File: config.mk
export PLATFORM = sky130hd
export DESIGN_NAME = systolic_tile_sequencer
export DESIGN_NICKNAME = d
export VERILOG_FILES = /design/src/rtl/systolic_tile_sequencer.sv
export SDC_FILE = /design/constraint.sdc
export NUM_CORES = 1
export LEC_CHECK = 0
export CORE_UTILIZATION = 46
export CTS_CLUSTER_DIAMETER = 100
export DETAILED_ROUTE_END_ITERATION = 10
export PLACE_DENSITY = 0.79
export RECOVER_POWER = 100
export SLEW_MARGIN = 20
export SYNTH_ARGS = -nofsm -noshare
export SYNTH_HDL_FRONTEND = slang
export SYNTH_SLANG_ARGS = --single-unit
File: constraint.sdc
create_clock -name clk -period 6.7 [get_ports clk]
set_clock_uncertainty 0.15 [all_clocks]
set_input_delay 0.67 -clock clk [delete_from_list [all_inputs] [get_ports clk]]
set_output_delay 0.67 -clock clk [all_outputs]
set_load 0.03 [all_outputs]
File: src/rtl/systolic_tile_sequencer.sv
// Per-tile controller: clear, stationary-load, stream, skew-flush and drain of one PE-array tile.
// Optional stall counter is built when SEQ_PERF_CNT_EN is defined; otherwise stall_cnt reads 0.
module systolic_tile_sequencer #(
  parameter int ARRAY_SIZE = 128,
  parameter int K_WIDTH    = 16,
  parameter int ROW_W      = $clog2(ARRAY_SIZE)
) (
  input  logic               clk,
  input  logic               reset,
  input  logic               start,
  input  logic [K_WIDTH-1:0] k_len,
  input  logic               os_mode,
  input  logic               abort,
  output logic               busy,
  output logic               done,
  output logic               err_zero_k,
  output logic               wload_req,
  output logic [ROW_W-1:0]   wload_row,
  input  logic               wload_ack,
  output logic               act_req,
  input  logic               act_valid,
  output logic               feed_zero,
  output logic               mac_enable,
  output logic               accum_clear,
  output logic               output_stationary_enable,
  output logic               res_valid,
  output logic [ROW_W-1:0]   res_row,
  input  logic               res_ready,
  output logic [31:0]        stall_cnt,
  output logic [2:0]         fsm_state
);

  typedef enum logic [2:0] {
    S_IDLE, S_CLEAR, S_LOAD, S_COMPUTE, S_FLUSH, S_DRAIN, S_DONE
  } state_t;

  localparam logic [ROW_W-1:0] LAST_ROW   = ROW_W'(ARRAY_SIZE - 1);
  localparam logic [ROW_W:0]   FLUSH_LAST = (ROW_W + 1)'(2 * ARRAY_SIZE - 3);

  state_t             state;
  logic [K_WIDTH-1:0] k_q;
  logic [K_WIDTH-1:0] beat_cnt;
  logic [ROW_W:0]     flush_cnt;

  assign fsm_state = state;

  // act_req is registered; a beat is consumed in exactly the cycle act_valid answers it.
  assign mac_enable = feed_zero | (act_req & act_valid);

  always_ff @(posedge clk or negedge reset) begin
    if (!reset) begin
      state                    <= S_IDLE;
      k_q                      <= '0;
      beat_cnt                 <= '0;
      flush_cnt                <= '0;
      busy                     <= 1'b0;
      done                     <= 1'b0;
      err_zero_k               <= 1'b0;
      wload_req                <= 1'b0;
      wload_row                <= '0;
      act_req                  <= 1'b0;
      feed_zero                <= 1'b0;
      accum_clear              <= 1'b0;
      output_stationary_enable <= 1'b0;
      res_valid                <= 1'b0;
      res_row                  <= '0;
    end else begin
      done        <= 1'b0;
      err_zero_k  <= 1'b0;
      accum_clear <= 1'b0;
      if (abort && state != S_IDLE && state != S_DONE) begin
        state                    <= S_IDLE;
        busy                     <= 1'b0;
        accum_clear              <= 1'b1;
        wload_req                <= 1'b0;
        wload_row                <= '0;
        act_req                  <= 1'b0;
        feed_zero                <= 1'b0;
        res_valid                <= 1'b0;
        res_row                  <= '0;
        output_stationary_enable <= 1'b0;
      end else begin
        case (state)
          S_IDLE: if (start) begin
            k_q                      <= k_len;
            output_stationary_enable <= os_mode;
            busy                     <= 1'b1;
            accum_clear              <= 1'b1;
            state                    <= S_CLEAR;
          end
          S_CLEAR: begin
            if (k_q == '0) begin
              done       <= 1'b1;
              err_zero_k <= 1'b1;
              state      <= S_DONE;
            end else if (output_stationary_enable) begin
              act_req  <= 1'b1;
              beat_cnt <= '0;
              state    <= S_COMPUTE;
            end else begin
              wload_req <= 1'b1;
              wload_row <= '0;
              state     <= S_LOAD;
            end
          end
          S_LOAD: if (wload_ack) begin
            if (wload_row == LAST_ROW) begin
              wload_req <= 1'b0;
              wload_row <= '0;
              act_req   <= 1'b1;
              beat_cnt  <= '0;
              state     <= S_COMPUTE;
            end else begin
              wload_row <= wload_row + ROW_W'(1);
            end
          end
          S_COMPUTE: if (act_valid) begin
            // Compare against k_len-1 so k_len = all-ones never needs a wider counter.
            if (beat_cnt == k_q - K_WIDTH'(1)) begin
              act_req   <= 1'b0;
              feed_zero <= 1'b1;
              flush_cnt <= '0;
              state     <= S_FLUSH;
            end else begin
              beat_cnt <= beat_cnt + K_WIDTH'(1);
            end
          end
          S_FLUSH: begin
            if (flush_cnt == FLUSH_LAST) begin
              feed_zero <= 1'b0;
              if (output_stationary_enable) begin
                res_valid <= 1'b1;
                res_row   <= '0;
                state     <= S_DRAIN;
              end else begin
                done  <= 1'b1;
                state <= S_DONE;
              end
            end else begin
              flush_cnt <= flush_cnt + (ROW_W + 1)'(1);
            end
          end
          S_DRAIN: if (res_ready) begin
            if (res_row == LAST_ROW) begin
              res_valid <= 1'b0;
              res_row   <= '0;
              done      <= 1'b1;
              state     <= S_DONE;
            end else begin
              res_row <= res_row + ROW_W'(1);
            end
          end
          S_DONE: begin
            busy                     <= 1'b0;
            output_stationary_enable <= 1'b0;
            state                    <= S_IDLE;
          end
          default: state <= S_IDLE;
        endcase
      end
    end
  end

`ifdef SEQ_PERF_CNT_EN
  logic [31:0] stall_q;

  always_ff @(posedge clk or negedge reset) begin
    if (!reset) begin
      stall_q <= '0;
    end else if (state == S_IDLE && start) begin
      stall_q <= '0;
    end else if (((state == S_COMPUTE && !act_valid) || (state == S_DRAIN && !res_ready))
                 && stall_q != 32'hFFFF_FFFF) begin
      stall_q <= stall_q + 32'd1;
    end
  end

  assign stall_cnt = stall_q;
`else
  assign stall_cnt = '0;
`endif

endmodule
==> summary.md <==
| Metric | Value |
|---|---|
| Outcome | `finished, violations left` |
| Violated checks | `capacitance limit, slew limit` |
| Hold crit path type | `flip-flop to flip-flop` |
| Hold Fails Final Rpt | `0` |
| Simple-gate portion of the synthesized area | `0.2773` |
| Drc violations | `0` |
| Cells after synthesis | `519` |
| WP data required | `6.22 ns` |
| Post-synthesis register bit count | `66` |
| Combinational power share | `0.451` |
| Detailed Route WL | `9644 um` |
| Total power | `1.682 mW` |
| Setup total negative slack | `0 ns` |
| Worst endpoint data arrival time | `3.22 ns` |
| Mapped cell area | `4350 um2` |
| Post CTS Setup Buffer Count | `0` |
| Number of global-route vias before repair | `3,558` |
| Worst Hold Launch | `busy$_DFFE_PN0P_` |
| Cell Chain, Critical Path | `buf_2, clkbuf_1` |
| Worst path top cell family by delay | `buffers and inverters` |
| Post-DP HPWL | `6919 um` |
| Max-cap viol count | `1` |
| Reg2reg start | `k_q[10]$_DFFE_PN0P_` |
| First-pass GRT wire length | `16,730 um` |
| Reg clk slew, reported paths | `0.06 ns` |
| Die area | `9851 um2` |
| Initial antenna violation count | `0` |
| Largest net degree at the start of global routing | `67` |
| Share of the yosys chip area belonging to registers | `0.3796` |
| Starting Density | `0.4731` |
| # resized after CTS | `0` |
| Routability congestion estimate | `0.8721` |
| FMAX | `269.8 MHz` |
| Complex-gate fraction of the synthesized area | `0.1484` |
| EDFF count, synth | `0` |
| First drt pass iteration count | `5` |
| Final Cycle Share | `0.5532` |
| Leakage Power | `2.192 nW` |
| Least-Margin Pin Slew | `3.492 ns` |
| Vias/cell | `5.683` |
| Vias | `3,836` |
| Worst path bufs/invs | `2` |
| Die Span Y | `99.25 um` |
| Tot GR Track Use | `0.2090` |
| Synth-to-Final Area Change | `13.17%` |
| Clock sinks | `66` |
| PortBufs | `50` |
| Sequential power share | `0.371` |
| Worst r2r path cells | `7` |
| Max IR drop VDD | `0.0001170 V` |
| WHS Path Cells | `2` |
| Ports | `83` |
| CTS tree | `done` |
| Power per cell area | `341.7 nW/um2` |
| # hold bufs at CTS | `0` |
| Worst setup SP type | `input pin` |
| Worst r2r dst | `fsm_state[1]$_DFFE_PN0P_` |
| Average size of a mapped cell | `8.382 um2` |
| Die Span X | `99.25 um` |
| Ant diodes | `0` |
| Distinct cells, synth | `62` |
| Final max-slew violation count | `67` |
| Routed wire per std cell | `14.29 um` |
| Core area | `9196 um2` |
| Worst-Skew Late Latency | `0.35 ns` |
| Clk network pwr share | `0.178` |
| Sw Pwr | `0.7690 mW` |
| Worst Hold Path EP | `busy$_DFFE_PN0P_` |
| RSZ-0062 raised after global routing | `false` |
| H-tree levels | `3` |
| Post-synthesis mux area share | `0.02071` |
| Asr flop ratio synth | `1.000` |
| Post-Synth XOR/XNOR Area | `0.06155` |
| ANT nets after route | `0` |
| CP max-delay cell | `clkbuf_1` |
| Synth Area in Adders | `0.01726` |
| CP Class | `input pin to async pin` |
| Root buf cell | `clkbuf_8` |
| CP Capture Type | `async pin` |
| Critical path fanouts, max | `66` |
| Minimum clock period | `3.707 ns` |
| CTS Buffer Depth | `2` |
| Largest family of logic cells by synthesized area | `simple AND/OR/NAND/NOR gates` |
| Ys Warns | `0` |
| Synth Flop Type | `dfrtp_1` |
| Gr ovfl total | `0` |
| Pint | `0.9134 mW` |
| Endpoints failing setup | `0` |
| Share of layout cells above drive strength 1 | `0.04610` |
| TritonCTS Buffers | `9` |
| Slew HR | `-1.328` |
| Switching share of power | `0.4571` |
| Drt initial violations | `435` |
| Max stage delay on crit path | `2.45 ns` |
| R2R setup slack | `3.10 ns` |
| Nets | `589` |
| Std cell rows | `35` |
==> registers in the layout, indices dropped and copies added (netlist names), 3 cells and up <==
name       cells
fsm_state      3
wload_row      7
flush_cnt      8
k_q           16
res_row        7
beat_cnt      16
==> placed cells by master, fill, tap and decap left out, drive strengths merged, types with 14 or more instances in the layout <==
cell type	n
conb	32
o21ai	28
nor3	19
dlygate4sd3	28
dfrtp	66
xnor2	17
nor2	38
nand2	91
inv	16
o31ai	14
nand3	21
a21oi	14
clkdlybuf4s50	21
nand2b	16
==> routing by layer <==
layer  routed length (um)  vias up  global-route usage
li1                     -     1840                   -
met1                 4377     1855              0.2806
met4                  137        0             0.07805
met5                    0        -                   0
met2                 4652      127              0.3494
met3                  476       14             0.02319
==> stage by stage <==
step	hold WS [ns]	cell area, um2	util	std cells	setup slack, ns
after global placement	0.3478	4766	0.5182	659	3.258
after floorplan	0.2244	4467	-	550	3.879
after detailed placement	0.3557	4766	0.5182	659	3.069
after global routing	0.4015	4923	0.5354	675	2.230
final	0.3662	4923	0.5354	675	2.993
after CTS	0.3740	4937	0.5369	675	3.381
==> power groups by stage <==
| stage | Sequential (mW) | Clock [mW] | Combinational [mW] |
|---|---|---|---|
| 2_1_floorplan | 0.626 | 0 | 0.580 |
| 3_3_place_gp | 0.624 | 0 | 0.746 |
| 3_5_place_dp | 0.626 | 0 | 0.776 |
| 4_1_cts | 0.621 | 0.305 | 0.778 |
| 5_1_grt | 0.642 | 0.322 | 0.844 |
| 6_report | 0.624 | 0.299 | 0.759 |
==> Yosys cell counts (2+ instances only) <==
cell,instances,share of area
xnor2_1,17,0.034
o41ai_1,3,0.0060
nor2b_1,4,0.0058
dfrtp_1,66,0.38
nor4_1,7,0.010
nand2b_1,16,0.023
nand2_1,91,0.079
or2_2,3,0.0043
and3_1,7,0.010
buf_2,4,0.0046
and2_1,2,0.0029
a31oi_1,3,0.0043
clkbuf_1,15,0.013
xor2_1,11,0.022
o21ai_0,28,0.032
a21o_1,2,0.0035
buf_4,32,0.055
nand3b_1,2,0.0035
nand3_1,21,0.024
a21boi_0,2,0.0035
a21boi_1,4,0.0069
inv_1,16,0.014
nor3_1,18,0.021
a21oi_1,14,0.016
o211ai_1,4,0.0069
nand4_1,7,0.010
o21a_1,3,0.0052
or4_1,6,0.010
and4_1,3,0.0060
or3_1,7,0.010
o31ai_1,14,0.024
o22ai_1,5,0.0072
mux2i_1,9,0.021
ha_1,6,0.017
buf_6,3,0.0078
nor2_1,38,0.033
==> area by class of cell <==
type	instances	area [um2]
well taps	111	138.9
fillers	846	4273
multi-input cells	414	2395
clock buffers	11	141.4
clock inverters	5	30.03
flip-flops and latches	66	1652
repair buffers	52	506.7
inverters	16	60.06
==> how the worst max path moves through the flow <==
stage | from | end | slack (ns) | cells after the start
6_report | reset | beat_cnt[1]$_DFFE_PN0P_ | 2.99 | 2
5_1_grt | reset | beat_cnt[1]$_DFFE_PN0P_ | 2.23 | 2
4_1_cts | k_q[0]$_DFFE_PN0P_ | beat_cnt[9]$_DFFE_PN0P_ | 3.38 | 8
3_5_place_dp | abort | beat_cnt[9]$_DFFE_PN0P_ | 3.07 | 6
3_3_place_gp | abort | beat_cnt[0]$_DFFE_PN0P_ | 3.26 | 7
2_1_floorplan | k_q[0]$_DFFE_PN0P_ | beat_cnt[12]$_DFFE_PN0P_ | 3.88 | 12
==> kinds of logic (layout without fill, tap and decap cells) <==
logic type,Yosys count,count (layout)
multiplexers,9,9
XOR/XNOR,29,29
flip-flops,66,66
AND/OR/NAND/NOR,241,241
other,1,32
AO/OA/AOI/OAI,97,97
adder cells (fa/ha/maj),6,6
buffers and inverters,70,84
Note: power is estimated with default switching activity, not from simulation.
